==> src/rtl/cv32e40s_lsu_write_buffer.sv <==
// cv32e40s_lsu_write_buffer
// Bus-side write buffer of the LSU. It holds up to DEPTH bufferable stores
// so they can retire before the bus grants them. Non-bufferable transfers
// pass straight through, and only while the buffer is empty, so bus order
// always matches upstream acceptance order.
// Optional build feature: define CV32E40S_WBUF_HWM_EN to add the hwm_o
// occupancy high-water-mark output.

package cv32e40s_wbuf_pkg;
  // OBI data request as seen between the response filter and the bus.
  typedef struct packed {
    logic [31:0] addr;
    logic        we;
    logic [3:0]  be;
    logic [31:0] wdata;
    logic [1:0]  memtype;   // [0] = bufferable, [1] = cacheable
    logic [2:0]  prot;
    logic        dbg;
  } obi_data_req_t;
endpackage

module cv32e40s_lsu_write_buffer
  import cv32e40s_wbuf_pkg::*;
#(
  parameter  int DEPTH     = 2,
  localparam int CNT_WIDTH = $clog2(DEPTH + 1)
) (
  input  logic                 clk,
  input  logic                 rst_n,
  input  logic                 valid_i,
  input  obi_data_req_t        trans_i,
  output logic                 ready_o,
  output logic                 valid_o,
  output obi_data_req_t        trans_o,
  input  logic                 ready_i,
`ifdef CV32E40S_WBUF_HWM_EN
  output logic [CNT_WIDTH-1:0] hwm_o,
`endif
  output logic                 busy_o,
  output logic                 empty_o,
  output logic                 full_o
);

  // Pointer width stays at least one bit so DEPTH=1 still elaborates.
  localparam int PTR_W = (DEPTH > 1) ? $clog2(DEPTH) : 1;

  obi_data_req_t        storage [DEPTH];
  logic [CNT_WIDTH-1:0] cnt;
  logic [PTR_W-1:0]     rd_ptr;
  logic [PTR_W-1:0]     wr_ptr;

  logic                 bufferable;
  logic                 empty;
  logic                 full;
  logic                 push;
  logic                 pop;

  assign bufferable = trans_i.we && trans_i.memtype[0];
  assign empty      = (cnt == '0);
  assign full       = (cnt == CNT_WIDTH'(DEPTH));

  // Output muxing and handshake decisions; the mode is implied by cnt.
  always_comb begin
    valid_o = 1'b1;
    trans_o = storage[rd_ptr];
    ready_o = 1'b0;
    push    = 1'b0;
    pop     = 1'b0;
    if (empty) begin
      // Zero-latency bypass. A store that is not granted right away is
      // captured, and the same transfer is then presented from storage,
      // keeping the address phase stable.
      valid_o = valid_i;
      trans_o = trans_i;
      ready_o = ready_i || bufferable;
      push    = valid_i && !ready_i && bufferable;
    end else begin
      // Once anything is held, acceptance never depends on ready_i; a full
      // buffer refuses even if the head is granted this cycle.
      ready_o = !full && bufferable;
      push    = !full && valid_i && bufferable;
      pop     = ready_i;
    end
  end

  // Occupancy counter and read/write pointers with explicit wrap at DEPTH-1.
  always_ff @(posedge clk or negedge rst_n) begin
    if (!rst_n) begin
      cnt    <= '0;
      rd_ptr <= '0;
      wr_ptr <= '0;
    end else begin
      if (push && !pop) begin
        cnt <= cnt + CNT_WIDTH'(1);
      end else if (pop && !push) begin
        cnt <= cnt - CNT_WIDTH'(1);
      end
      if (push) begin
        wr_ptr <= (wr_ptr == PTR_W'(DEPTH - 1)) ? '0 : wr_ptr + PTR_W'(1);
      end
      if (pop) begin
        rd_ptr <= (rd_ptr == PTR_W'(DEPTH - 1)) ? '0 : rd_ptr + PTR_W'(1);
      end
    end
  end

  // Entry storage; an accepted store is written once and never modified.
  always_ff @(posedge clk or negedge rst_n) begin
    if (!rst_n) begin
      for (int i = 0; i < DEPTH; i++) begin
        storage[i] <= '0;
      end
    end else if (push) begin
      storage[wr_ptr] <= trans_i;
    end
  end

`ifdef CV32E40S_WBUF_HWM_EN
  logic [CNT_WIDTH-1:0] hwm;

  // High-water mark: lags cnt by one cycle and saturates at DEPTH since cnt does.
  always_ff @(posedge clk or negedge rst_n) begin
    if (!rst_n) begin
      hwm <= '0;
    end else if (cnt > hwm) begin
      hwm <= cnt;
    end
  end

  assign hwm_o = hwm;
`endif

  assign busy_o  = !empty;
  assign empty_o = empty;
  assign full_o  = full;

endmodule

==> config.mk <==
export PLATFORM = sky130hd
export DESIGN_NAME = cv32e40s_lsu_write_buffer
export DESIGN_NICKNAME = d
export VERILOG_FILES = /design/src/rtl/cv32e40s_lsu_write_buffer.sv
export SDC_FILE = /design/constraint.sdc
export NUM_CORES = 1
export LEC_CHECK = 0
export CORE_ASPECT_RATIO = 0.75
export CORE_MARGIN = 1
export CORE_UTILIZATION = 23
export DETAILED_ROUTE_END_ITERATION = 16
export HOLD_SLACK_MARGIN = 0.08
export PLACE_DENSITY_LB_ADDON = 0.2
export RECOVER_POWER = 100
export SLEW_MARGIN = 20
export SYNTH_ARGS = -nofsm -noshare
export SYNTH_HDL_FRONTEND = slang
export SYNTH_SLANG_ARGS = --single-unit
==> constraint.sdc <==
create_clock -name clk -period 1.75 [get_ports clk]
set_clock_uncertainty 0.1 [all_clocks]
set_input_delay 0.4375 -clock clk [delete_from_list [all_inputs] [get_ports clk]]
set_output_delay 0.4375 -clock clk [all_outputs]
set_load 0.01 [all_outputs]
==> flow_metrics.py <==
metrics = {
    "global_routing": {
        "antenna_found_initial": 1,
        "overflow": 0,
        "grt_pass1_vias": 5787,
        "grt_pass1_wl_um": 34100,
        "gr-usage-all-layers_pct": 13.7,
        "grt_start_max_net_pins": 46,
    },
    "pwr": {
        "p_per_area_nw_per_um2": 1880,
        "intPower_mw": 15.8,
        "switching_share_pct": 35.3,
        "p_seq_share_pct": 26.1,
        "p_clk_share_pct": 15.1,
        "ir_drop_mv": 0.778,
        "comb_power_share_pct": 58.9,
        "switchingPower_mw": 8.60,
        "power.leakage_nw": 6.00,
    },
    "critical_path": {
        "crit_buf_inv": 5,
        "crit_required_ns": 1.21,
        "cp_common_cell": "buf_6",
        "reg2reg_from": "cnt[1]$_DFFE_PN0P_",
        "max_stage_delay_ns": 0.40,
        "crit_path_start": "cnt[1]$_DFFE_PN0P_",
        "cp_data_arrival_time_ns": 1.89,
        "critPathLaunchType": "flop",
        "path_class": "flop to output port",
        "cp_cell_sequence": "or2_4 > inv_8 > buf_12 > buf_16 > buf_6 > nand2_4 > o21ai_4 > buf_6",
        "crit_slowest_cell": "dfrtp_1",
        "crit_family": "buffers and inverters",
        "crit_path_max_fanout": 5,
        "end_kind": "output port",
    },
    "clock_tree": {
        "clkSinkCount": 154,
        "path_clk_slew_ns": 0.07,
        "htree_levels": 4,
        "cts-root-buf": "clkbuf_16",
        "insertion_delay_ns": 0.42,
        "clock_path_buffers": 2,
        "cts_tree": "done",
        "numCtsBuffers": 17,
    },
    "drt": {
        "first_pass_iters": 4,
        "totalWireLength_um": 22900,
        "ant_nets": 0,
        "drc": 0,
        "avgRoutedWirePerCell_um": 17.1,
        "vias": 5747,
        "drtIter0Drc": 143,
        "via_per_inst": 4.29,
    },
    "cells_and_area": {
        "diodes": 0,
        "area_delta_synth_final_pct": 77.0,
        "nets": 1002,
        "fin_cells": 1339,
        "fillerInstances": 2962,
        "multi_input_area_um2": 4300,
        "drive_gt1_share_pct": 62.4,
        "register_area_um2": 3860,
    },
    "min_path": {
        "min_from": "storage[42]$_DFFE_PN0P_",
        "min_path_type": "flop to flop",
    },
    "floorplan": {
        "die_x_um": 208,
        "ioPinCount": 159,
        "start_util_pct": 23.4,
        "dieHeight_um": 157,
        "row_count": 56,
        "core_area_um2": 31300,
        "die_area_um2": 32600,
    },
    "synthesis": {
        "synth_most_common_cell": "dfrtp_1",
        "yosysSeqAreaShare_pct": 52.6,
        "synth-edff-count": 0,
        "ys_types": 25,
        "synth_top_area_cell": "dfrtp_1",
        "netlist.area_leader.share_pct": 52.6,
        "syn_area_um2": 7330,
        "ys_top_cells_by_count": "dfrtp_1, mux2_2, nand2_1, mux2i_1, o21ai_0",
        "synth_fp_nets": 670,
        "syn_inst": 590,
        "syn_avg_cell_area_um2": 12.4,
        "synth-warning-count": 0,
        "ys_ff_latch": 154,
        "synthTopCellsByArea": "dfrtp_1, mux2_2, mux2i_1",
        "ys_async_sr_fraction_pct": 100,
        "ys.flop_type": "dfrtp_1",
    },
    "timing": {
        "rsz0062_at_grt": "yes",
        "tightestPinTransition_ns": 0.709,
        "setup_slack_ns": -0.676,
        "fmax_mhz": 412,
        "slew_headroom_pct": 52.7,
        "holdWs_ns": 0.368,
        "finalSetupViolations": 229,
        "finalCritPeriodShare_pct": 139,
        "slew_violations": 0,
        "finalHoldViolations": 0,
        "fin_crit_ns": 2.43,
    },
    "placement": {
        "dp_hpwl_um": 13300,
        "routabilityCongestion": 0.668,
        "io_buffers": 158,
        "dp.cells": 1233,
    },
    "status": {
        "violations": "setup timing",
        "status": "complete, but fails checks",
    },
    "job": {
        "cap_violations": 0,
    },
}
[metal layers]
metal	vias to the layer above	part of all wire, %	GRT usage (%)
met3	12	3.2	3.23
met4	2	0.79	3.67
met2	98	44	20.9
li1	2747	-	-
met1	2888	52	19.4
met5	-	0.039	0
[layout by cell type (no fill, tap or decap), types with 2 or more instances in the layout]
cell,instances
clkbuf_8,2
nand2_2,11
buf_16,13
o21ai_2,69
mux2i_1,69
mux2i_2,3
nand2_4,23
xnor2_1,2
buf_6,40
buf_4,95
clkbuf_16,23
xor2_1,3
buf_12,37
or2_2,4
dfrtp_1,153
buf_8,9
bufinv_16,2
clkdlybuf4s50_1,76
mux2i_4,3
mux2_4,119
mux2_2,27
nand2_1,43
clkinvlp_4,3
o21ai_4,6
clkinv_2,3
clkinv_4,3
buf_2,72
clkbuf_2,3
[sequential cells by signal, summed over array words and instances (netlist names)]
register and count:
storage 150, cnt 2, rd_ptr 1, wr_ptr 1
[path summary, 6_finish.rpt]
kind,end,slack (ns),cells after the start
setup reg to reg,storage[56]$_DFFE_PN0P_,-0.46,9
min in group asynchronous,storage[128]$_DFFE_PN0P_,0.49,2
hold reg to reg,storage[42]$_DFFE_PN0P_,0.37,1
max in group asynchronous,rd_ptr$_DFFE_PN0P_,0.14,3
setup / recovery,trans_o[56],-0.68,8
hold / removal,storage[42]$_DFFE_PN0P_,0.37,1
[logic make-up after synthesis]
| kind of cell | after synthesis | share of synthesized area (%) |
|---|---|---|
| fa+ha+maj | 1 | 0.171 |
| mux | 221 | 32.7 |
| xor+xnor | 5 | 0.598 |
| flops | 154 | 52.6 |
| compound gates | 77 | 5.33 |
| simple gates | 90 | 5.11 |
| buf+inv | 42 | 3.53 |
[repair_timing]
item                                    4_1_cts  5_1_grt
resized for setup                           409      211
gates cloned                                 16        6
buffers inserted                             47       18
endpoints found under the setup margin      230      229
pin swaps                                    31       37
endpoints found under the hold margin        57        0
hold buffers                                  1        0
[power groups by stage]
stage | sequential (mW) | clock [mW] | combinational (mW)
finish | 6.35 | 3.67 | 14.3
floorplan | 5.98 | 0 | 6.51
global route | 6.56 | 3.95 | 15.3
detailed placement | 6.25 | 0 | 11.4
CTS | 6.24 | 3.79 | 12.9
global placement | 6.22 | 0 | 11.3
[stage by stage]
step                setup slack (ns)  utilization, %  cell area, um^2  TNS (ns)  power (mW)
CTS                           -0.729            38.9            12200    -86.22        22.9
detailed placement            -0.902            33.9            10600   -167.98        17.7
finish                        -0.676            41.4            13000    -90.23        24.4
global route                  -0.774            41.4            13000   -110.52        25.9
floorplan                    -0.0246               -             7680    -0.984        12.5
global placement              -0.868            33.9            10600   -164.46        17.5
[cell type report]
class | instances | share of cell area [%]
repair inverters | 1 | 0.0868
flip-flops and latches | 154 | 29.7
clock buffers | 19 | 3.49
inverters | 1 | 0.125
multi-input cells | 394 | 33.1
clock inverters | 11 | 0.955
repair buffers | 353 | 28.6
well taps | 406 | 3.92
(Power assumes the default switching activity.)
